--- config.mk ---
export PLATFORM = sky130hd
export DESIGN_NAME = clk_div_frac_multi_flat
export DESIGN_NICKNAME = d
export VERILOG_FILES = /design/src/rtl/clk_div_frac_multi_if.sv /design/src/rtl/clk_div_frac_multi.sv /design/src/flat_wrapper.sv
export SDC_FILE = /design/constraint.sdc
export NUM_CORES = 1
export LEC_CHECK = 0
export CAP_MARGIN = 10
export CELL_PAD_IN_SITES_DETAIL_PLACEMENT = 0
export CELL_PAD_IN_SITES_GLOBAL_PLACEMENT = 1
export CORE_ASPECT_RATIO = 0.6
export CORE_MARGIN = 2
export CORE_UTILIZATION = 54
export CTS_CLUSTER_SIZE = 24
export DETAILED_ROUTE_END_ITERATION = 10
export GPL_TIMING_DRIVEN = 1
export PLACE_DENSITY_LB_ADDON = 0.1
export SETUP_SLACK_MARGIN = 0.3
export SLEW_MARGIN = 20
export SYNTH_ARGS = -nofsm -noshare
export SYNTH_HDL_FRONTEND = slang
export SYNTH_HIERARCHICAL = 1
export SYNTH_SLANG_ARGS = --single-unit
--- constraint.sdc ---
create_clock -name AClkH -period 5.51 [get_ports AClkH]
set_clock_uncertainty 0.05 [all_clocks]
set_input_delay 1.102 -clock AClkH [delete_from_list [all_inputs] [get_ports AClkH]]
set_output_delay 1.102 -clock AClkH [all_outputs]
set_load 0.02 [all_outputs]
--- src/rtl/clk_div_frac_multi_if.sv ---
// Config-write bus and divided-clock outputs of clk_div_frac_multi.
interface clk_div_frac_multi_if #(
    parameter int CChCnt = 4,
    parameter int CIntW  = 8,
    parameter int CFraW  = 4
);
    localparam int CChW = (CChCnt > 1) ? $clog2(CChCnt) : 1;

    logic                   AClkHEn;
    logic                   AWrEn;
    logic [CChW-1:0]        AWrCh;
    logic [CIntW+CFraW-1:0] AWrData;
    logic                   ACascadeI;
    logic [CChCnt-1:0]      AClkOut;
    logic [CChCnt-1:0]      ARise;
    logic                   ACascadeO;

    modport master (
        output AClkHEn, AWrEn, AWrCh, AWrData, ACascadeI,
        input  AClkOut, ARise, ACascadeO
    );

    modport slave (
        input  AClkHEn, AWrEn, AWrCh, AWrData, ACascadeI,
        output AClkOut, ARise, ACascadeO
    );
endinterface

--- src/rtl/clk_div_frac_multi.sv ---
// Multi-channel fractional clock divider with double-buffered config and optional cascading.
// Each channel dithers its half period between Int and Int+1 using a Fra accumulator.
module clk_div_frac_ch #(
    parameter int                     CIntW     = 8,
    parameter int                     CFraW     = 4,
    parameter logic [CIntW+CFraW-1:0] CDivReset = '0
) (
    input  logic                   AClkH,
    input  logic                   AResetH,
    input  logic                   clkEn,
    input  logic                   stepEn,
    input  logic                   wrEn,
    input  logic [CIntW+CFraW-1:0] wrData,
    output logic                   clkOut,
    output logic                   rise,
    output logic                   fallNow
);
    typedef struct packed {
        logic [CIntW-1:0] Int;
        logic [CFraW-1:0] Fra;
    } tCfg;

    tCfg              shadow, active, activeNxt;
    logic [CIntW-1:0] cnt, cntNxt, cntLoad, cntNext;
    logic [CFraW-1:0] acc, accNxt, accSum;
    logic             carry, outNxt, riseNxt;
    logic             running, pending;

    assign running  = (active.Int != '0);
    assign pending  = (shadow != active);
    assign fallNow  = stepEn & running & (cnt == '0) & clkOut;
    assign {carry, accSum} = {1'b0, acc} + {1'b0, active.Fra};
    assign cntLoad  = (shadow.Int == '0) ? '0 : shadow.Int - CIntW'(1);
    assign cntNext  = active.Int - CIntW'(1) + CIntW'(carry);

    always_comb begin
        activeNxt = active;
        cntNxt    = cnt;
        accNxt    = acc;
        outNxt    = clkOut;
        riseNxt   = 1'b0;
        if (!running) begin
            if (clkEn && pending) begin
                activeNxt = shadow;
                cntNxt    = cntLoad;
                accNxt    = '0;
            end
        end else if (stepEn) begin
            if (cnt != '0) begin
                cntNxt = cnt - CIntW'(1);
            end else if (!clkOut) begin
                // rising terminal: always keeps the current Active
                outNxt  = 1'b1;
                riseNxt = 1'b1;
                accNxt  = accSum;
                cntNxt  = cntNext;
            end else begin
                // period boundary: a changed config restarts the dither from zero
                outNxt    = 1'b0;
                activeNxt = shadow;
                if (pending) begin
                    accNxt = '0;
                    cntNxt = cntLoad;
                end else begin
                    accNxt = accSum;
                    cntNxt = cntNext;
                end
            end
        end
    end

    always_ff @(posedge AClkH or posedge AResetH) begin
        if (AResetH) begin
            shadow <= CDivReset;
            active <= CDivReset;
            cnt    <= '0;
            acc    <= '0;
            clkOut <= 1'b0;
            rise   <= 1'b0;
        end else begin
            if (wrEn) shadow <= wrData;
            active <= activeNxt;
            cnt    <= cntNxt;
            acc    <= accNxt;
            clkOut <= outNxt;
            rise   <= riseNxt;
        end
    end
endmodule

module clk_div_frac_multi #(
    parameter int                     CChCnt    = 4,
    parameter int                     CIntW     = 8,
    parameter int                     CFraW     = 4,
    parameter int                     CCascade  = 0,
    parameter logic [CIntW+CFraW-1:0] CDivReset = '0
) (
    input  logic                 AClkH,
    input  logic                 AResetH,
    clk_div_frac_multi_if.slave  ABus
);
    localparam int CChW = (CChCnt > 1) ? $clog2(CChCnt) : 1;

    logic [CChCnt-1:0] stepEn, fallNow, wrSel, clkOut, rise;
    logic              cascadeO;

    generate
        for (genvar i = 0; i < CChCnt; i++) begin : gCh
            // cascaded channels advance on the same edge their upstream neighbour falls
            if (i == 0) begin : gHead
                assign stepEn[i] = ABus.AClkHEn & ((CCascade != 0) ? ABus.ACascadeI : 1'b1);
            end else begin : gTail
                assign stepEn[i] = ABus.AClkHEn & ((CCascade != 0) ? fallNow[i-1] : 1'b1);
            end
            assign wrSel[i] = ABus.AClkHEn & ABus.AWrEn & (ABus.AWrCh == CChW'(i));

            clk_div_frac_ch #(
                .CIntW     (CIntW),
                .CFraW     (CFraW),
                .CDivReset (CDivReset)
            ) uCh (
                .AClkH   (AClkH),
                .AResetH (AResetH),
                .clkEn   (ABus.AClkHEn),
                .stepEn  (stepEn[i]),
                .wrEn    (wrSel[i]),
                .wrData  (ABus.AWrData),
                .clkOut  (clkOut[i]),
                .rise    (rise[i]),
                .fallNow (fallNow[i])
            );
        end
    endgenerate

    always_ff @(posedge AClkH or posedge AResetH) begin
        if (AResetH) cascadeO <= 1'b0;
        else         cascadeO <= fallNow[CChCnt-1];
    end

    assign ABus.AClkOut   = clkOut;
    assign ABus.ARise     = rise;
    assign ABus.ACascadeO = cascadeO;
endmodule
--- src/flat_wrapper.sv ---
// flat-port wrapper written by rule: the top's interface ports become plain ports
module clk_div_frac_multi_flat 
#(
    parameter int                     CChCnt    = 4,
    parameter int                     CIntW     = 8,
    parameter int                     CFraW     = 4,
    parameter int                     CCascade  = 0,
    parameter logic [CIntW+CFraW-1:0] CDivReset = '0
)
  (AClkH, AResetH, ABus_AClkHEn, ABus_AWrEn, ABus_AWrCh, ABus_AWrData, ABus_ACascadeI, ABus_AClkOut, ABus_ARise, ABus_ACascadeO);
  clk_div_frac_multi_if #(.CChCnt(CChCnt), .CIntW(CIntW), .CFraW(CFraW)) ABus_i ();
  input  logic AClkH;
  input  logic AResetH;
  input wire logic [$bits(ABus_i.AClkHEn)-1:0] ABus_AClkHEn;
  input wire logic [$bits(ABus_i.AWrEn)-1:0] ABus_AWrEn;
  input wire logic [$bits(ABus_i.AWrCh)-1:0] ABus_AWrCh;
  input wire logic [$bits(ABus_i.AWrData)-1:0] ABus_AWrData;
  input wire logic [$bits(ABus_i.ACascadeI)-1:0] ABus_ACascadeI;
  output wire logic [$bits(ABus_i.AClkOut)-1:0] ABus_AClkOut;
  output wire logic [$bits(ABus_i.ARise)-1:0] ABus_ARise;
  output wire logic [$bits(ABus_i.ACascadeO)-1:0] ABus_ACascadeO;
  assign ABus_i.AClkHEn = ABus_AClkHEn;
  assign ABus_i.AWrEn = ABus_AWrEn;
  assign ABus_i.AWrCh = ABus_AWrCh;
  assign ABus_i.AWrData = ABus_AWrData;
  assign ABus_i.ACascadeI = ABus_ACascadeI;
  assign ABus_AClkOut = ABus_i.AClkOut;
  assign ABus_ARise = ABus_i.ARise;
  assign ABus_ACascadeO = ABus_i.ACascadeO;
  clk_div_frac_multi #(.CChCnt(CChCnt), .CIntW(CIntW), .CFraW(CFraW), .CCascade(CCascade), .CDivReset(CDivReset)) u_core (.AClkH(AClkH), .AResetH(AResetH), .ABus(ABus_i));
endmodule
==> run_results.csv <==
group,metric,value,unit
cells_and_area,stdcell_count,1226,
synthesis,syn_avg_cell_area,10.2,um^2
route,wl_met2,10.2,mm
floorplan,die_x,178,um
synthesis,synth_fa_ha_area_frac,0.0593,
critical_path,path_class,"in -> reg",
critical_path,crit_slowest_cell,"clkdlybuf4s50_1",
critical_path,crit_fanout,20,
synthesis,synth-edff-count,0,
job,maxCapViolCount,0,
critical_path,end_kind,"flop",
critical_path,cp.depth,6,
sta,setup_viol,0,
route,wl_per_cell,19.2,um
cells_and_area,insertedDiodeCount,0,
place,dp_hpwl,17.5,mm
cells_and_area,syn_to_final_growth,10.8,%
critical_path,arrival,3.71,ns
cts,clock_latency,0.43,ns
run_status,status,"finished clean",
synthesis,synthArstFlopShare,1.00,
cts,cts_setup_buffers,0,
place,place_area,10200,um^2
floorplan,rows,38,
place,gp_congestion,0.907,
synthesis,synth-compound-area-share,0.134,
cts,clk_path_buf_depth,2,
global_routing,grt_pass1_vias,7442,
route,ant_nets,0,
cells_and_area,fin_nets,1036,
global_routing,antenna_found_initial,0,
power_and_ir_drop,power,3.85,mW
sta,max_freq,290,MHz
synthesis,synth_area,9790,um^2
synthesis,synth-seq-area-share,0.391,
synthesis,synthMuxAreaShare,0.128,
synthesis,synth_seq_cells,153,
route,routedLengthMet1,11.6,mm
global_routing,grt_max_degree,39,
cts,numCtsBuffers,17,
synthesis,synthSimpleGateAreaFrac,0.159,
worst_hold_path,hold_path_class,"reg -> reg",
critical_path,path_buf_inv,1,
cts,cts.repair.resized,0,
sta,fin_crit,3.45,ns
synthesis,ys.flop_type,"dfrtp_1",
sta,max_slew_margin,0.327,
global_routing,grt_pass1_wl,38.5,mm
power_and_ir_drop,power_per_cell_area,355,nW/um^2
route,drt_iter0_markers,613,
route,avgViaCountPerCell,6.10,
critical_path,rrSetupSlack,2.58,ns
place,port_buffers,26,
sta,setup_tns,0,ns
floorplan,fp.coreArea,17900,um^2
critical_path,cp-endpoint,"u_core/gCh[1].uCh/acc[1]",
power_and_ir_drop,ir_drop,0.000245,V
route,wl_met3,1.47,mm
cts,clk_pin_slew,0.06,ns
sta,fin_crit_sh,0.626,
floorplan,dieArea,19300,um^2
synthesis,synth_cell_types,84,
sta,tightestPinTransition,1.01,ns
critical_path,reg2reg_to,"u_core/gCh[3].uCh/active[0]",
critical_path,critPathLaunchType,"input pin",
cts,tritoncts,"yes",
cts,hold_buffers,0,
sta,holdWs,0.448,ns
critical_path,cp_cell_sequence,"clkdlybuf4s50_1, nand3_1, a31oi_2, a21o_1, nand2_1, mux2_1",
sta,drv_slew,0,
critical_path,path_delay_family,"buffers and inverters",
route,routed_wl,23.5,mm
synthesis,syn_nets,1021,
critical_path,crit_path_start,"ABus_AClkHEn",
floorplan,die_h,108,um
critical_path,critPathMaxStageDelay,1.13,ns
floorplan,initial_core_util,0.546,
synthesis,yosys_warnings,6,
sta,finalHoldViolCount,0,
route,drc_errors,0,
critical_path,r2r_cells,8,
critical_path,cp.required,5.77,ns
cells_and_area,post-route-cell-area,10800,um^2
synthesis,synth_top_family_by_area,"simple AND/OR/NAND/NOR gates",
synthesis,synthCells,958,
route,vias,7477,
cells_and_area,drive_gt1_frac,0.134,
critical_path,r2r_start,"u_core/gCh[3].uCh/cnt[0]",
place,dp.cells,1194,
power_and_ir_drop,leakage,4.88,nW
sta,rsz0062_at_grt,"false",
global_routing,overflow,0,
cts,cts_root_buffer,"clkbuf_16",
cts,cts-htree-levels,4,
synthesis,yosys.area_share.xor_xnor,0.0868,
floorplan,ios,28,
global_routing,grt_usage,0.259,
cts,cts.sink_count,153,
route,highest_layer,"met4",
route,dr.pass1.iters,5,
## cells in the final DEF, fill, tap and decap left out, drive strengths merged, types with 6 or more instances in the layout
cell,instances
a2bb2oi,7
nor4,28
xnor2,39
xor2,58
nand3,19
or2,7
ha,40
a21o,11
nand2,65
nor2,72
nor2b,6
nand2b,6
inv,56
o2bb2ai,7
a31oi,17
a21oi,34
o22ai,6
or4,6
o22a,9
dfrtp,153
o21ai,38
clkdlybuf4s50,26
nor3,34
mux2,90
mux2i,21
clkbuf,19
## layout make-up
cell class,count,area [um^2]
Clock buffer,19,433
Clock inverter,13,219
Fill cell,1449,7080
Inverter,54,203
Multi-Input combinational cell,716,5560
Sequential cell,153,3830
Tap cell,240,300
Timing Repair Buffer,31,298
## metrics by stage
step	util	worst slack [ns]
global placement	0.568	1.50
CTS	0.605	1.90
floorplan	-	3.06
global route	0.605	1.90
finish	0.605	2.06
detailed placement	0.568	1.43
## registers in the layout, summed over array words and instances (netlist names)
| register | cells |
|---|---|
| u_core/gCh.uCh/acc | 16 |
| u_core/ABus.ACascadeO | 1 |
| u_core/gCh.uCh/clkOut | 4 |
| u_core/gCh.uCh/cnt | 32 |
| u_core/gCh.uCh/shadow | 48 |
| u_core/gCh.uCh/rise | 4 |
| u_core/gCh.uCh/active | 48 |
## report_power, final
part / internal (mW) / switching, mW
clock network: 0.811 / 0.496
logic: 0.448 / 0.483
registers: 1.31 / 0.296
total: 2.57 / 1.28
## layer usage
| metal | track usage | up-vias |
|---|---|---|
| met4 | 0.0615 | 0 |
| met3 | 0.0549 | 18 |
| li1 | - | 3498 |
| met5 | 0 | - |
| met2 | 0.389 | 227 |
| met1 | 0.382 | 3734 |
## synth_stat cells, types with 7 or more instances
cell	number	area, um^2
mux2_1	38	428
dfrtp_1	153	3830
mux2_4	8	120
a21oi_1	31	155
a31oi_1	13	81.3
buf_2	12	60.1
mux2i_1	21	210
o22a_1	9	78.8
inv_1	53	199
clkbuf_1	14	52.6
a21o_1	11	82.6
nor4_1	16	100
xor2_1	58	508
o2bb2ai_1	7	61.3
a2bb2oi_1	7	61.3
nor4_2	7	87.6
nor2_1	72	270
mux2_2	44	495
ha_1	40	500
xnor2_1	39	342
nand3_1	18	90.1
o21ai_0	33	165
nand2_1	64	240
nor3_1	33	165
## logic make-up (layout without fill, tap and decap cells)
| logic type | count (synthesis) | in the layout |
|---|---|---|
| AO/OA/AOI/OAI | 184 | 184 |
| XOR/XNOR | 97 | 97 |
| adder cells (fa/ha/maj) | 44 | 44 |
| buffers and inverters | 89 | 117 |
| flip-flops | 153 | 153 |
| multiplexers | 111 | 111 |
| AND/OR/NAND/NOR | 280 | 280 |
## worst reg2reg max path, delay by kind of cell (launching register included)
family | cells | cell delay [ns]
AO/OA/AOI/OAI | 1 | 0.24
adder cells (fa/ha/maj) | 1 | 0.19
buffers and inverters | 1 | 0.13
flip-flops | 1 | 0.42
multiplexers | 1 | 0.47
AND/OR/NAND/NOR | 4 | 1.30
## worst min-delay path by stage
stage	startpoint	to	depth (start not counted)
after detailed placement	u_core/gCh[0].uCh/acc[2]	u_core/gCh[0].uCh/acc[2]	1
final	u_core/gCh[3].uCh/acc[2]	u_core/gCh[3].uCh/acc[2]	1
after global routing	u_core/gCh[3].uCh/acc[2]	u_core/gCh[3].uCh/acc[2]	1
after floorplan	u_core/gCh[0].uCh/acc[0]	u_core/gCh[0].uCh/acc[0]	1
after CTS	u_core/gCh[0].uCh/acc[2]	u_core/gCh[0].uCh/acc[2]	1
after global placement	u_core/gCh[0].uCh/acc[3]	u_core/gCh[0].uCh/acc[3]	1
Power figures use the tool's default switching activity.
==> variant: new RTL, config.mk and constraints unchanged <==
`CChCnt` is set to 4 in 3 places; all go to 8.
--- a/src/rtl/clk_div_frac_multi_if.sv
+++ b/src/rtl/clk_div_frac_multi_if.sv
@@ -1,5 +1,5 @@
 // Config-write bus and divided-clock outputs of clk_div_frac_multi.
 interface clk_div_frac_multi_if #(
-    parameter int CChCnt = 4,
+    parameter int CChCnt = 8,
     parameter int CIntW  = 8,
     parameter int CFraW  = 4
--- a/src/rtl/clk_div_frac_multi.sv
+++ b/src/rtl/clk_div_frac_multi.sv
@@ -90,5 +90,5 @@
 
 module clk_div_frac_multi #(
-    parameter int                     CChCnt    = 4,
+    parameter int                     CChCnt    = 8,
     parameter int                     CIntW     = 8,
     parameter int                     CFraW     = 4,
--- a/src/flat_wrapper.sv
+++ b/src/flat_wrapper.sv
@@ -2,5 +2,5 @@
 module clk_div_frac_multi_flat 
 #(
-    parameter int                     CChCnt    = 4,
+    parameter int                     CChCnt    = 8,
     parameter int                     CIntW     = 8,
     parameter int                     CFraW     = 4,
Interface: changed (resized ABus_AClkOut, ABus_ARise and ABus_AWrCh); port bits go from 28 to 37. The function was not compared with the original's and may differ.
==> variant against the original RTL <==
- first-iteration DRC count up 130%
- critical path type is now reg2reg
- sequential cell count is 152 higher
- synthesized area rose by 110%
- total power increased by 140%
- non-clock buffer count up 18
- combinational power grew to 3.6 times the old value
- count of clock-buffer cells in the layout increased by 21
- worst setup slack improved by 0.22 ns
- cell area is 100% higher
- wire length rose by 120%
==> variant: results (changes against the original RTL) <==
| Metric | Value |
|---|---|
| Port buffer count | `35 (+35%)` |
| Peak supply drop | `320 uV (+31%)` |
| Worst path slowest cell | `o22ai_2` |
| Clock network power share | `24.4% (-9.6 points)` |
| Clk sinks | `305 (+99%)` |
| Pre-CTS setup slack | `1.97 ns (+0.539 ns)` |
| #MultiIn Comb | `1,516 (+110%)` |
| Net Sw Frac | `38.5% (+5.3 points)` |
| Drt wl/cell | `19.8 microns (+3.3%)` |
| Biggest regs | `u_core/gCh.uCh/active: 96 flops, u_core/gCh.uCh/shadow: 96 flops, u_core/gCh.uCh/cnt: 64 flops` |
| Number of global-route vias before repair | `15,000 (+100%)` |
| Non-filler cells, final | `2,555 (+110%)` |
| Multi-input logic area | `0.0117 sq mm (+110%)` |
| Lkg Pwr | `0.00965 uW (+98%)` |
| Inverters | `113 (+110%)` |
| Post-DP Area | `0.0209 sq mm (+100%)` |
| Placed Cells | `2,496 (+110%)` |
| Share of cells above drive strength 1 | `16.2% (+2.8 points)` |
| Worst-Skew Late Latency | `0.59 ns (+0.16 ns)` |
| First-pass GRT wire length | `82.9 mm (+120%)` |
| Worst slew margin | `23.2% (-9.5 points)` |
| CTS Buf Count | `31 (+14)` |
| Rows | `55 (+45%)` |
| Crit-path max FO | `13 (-35%)` |
| Status | `completed` |
| Cells after Synth | `2,039 (+110%)` |
==> variant: final timing paths <==
| kind | from | end | slack, ns | depth (start not counted) |
|---|---|---|---|---|
| min | u_core/gCh[2].uCh/clkOut | u_core/gCh[2].uCh/rise | 0.40 | 1 |
| max reg2reg | u_core/gCh[1].uCh/cnt[0] | u_core/gCh[1].uCh/active[8] | 2.28 | 7 |
| max | u_core/gCh[1].uCh/cnt[0] | u_core/gCh[1].uCh/active[8] | 2.28 | 7 |
| min reg2reg | u_core/gCh[2].uCh/clkOut | u_core/gCh[2].uCh/rise | 0.40 | 1 |
| min in group asynchronous | AResetH | u_core/ABus.ACascadeO | 1.07 | 2 |
| max in group asynchronous | AResetH | u_core/gCh[7].uCh/cnt[0] | 3.27 | 3 |
==> variant: metal layers <==
layer,routed length [microns],GRT usage [%],part of all wire [%]
met1,26700,43.3,53
met2,20600,36.5,41
met3,2640,3.20,5.2
met4,629,3.84,1.2
met5,0,0,0
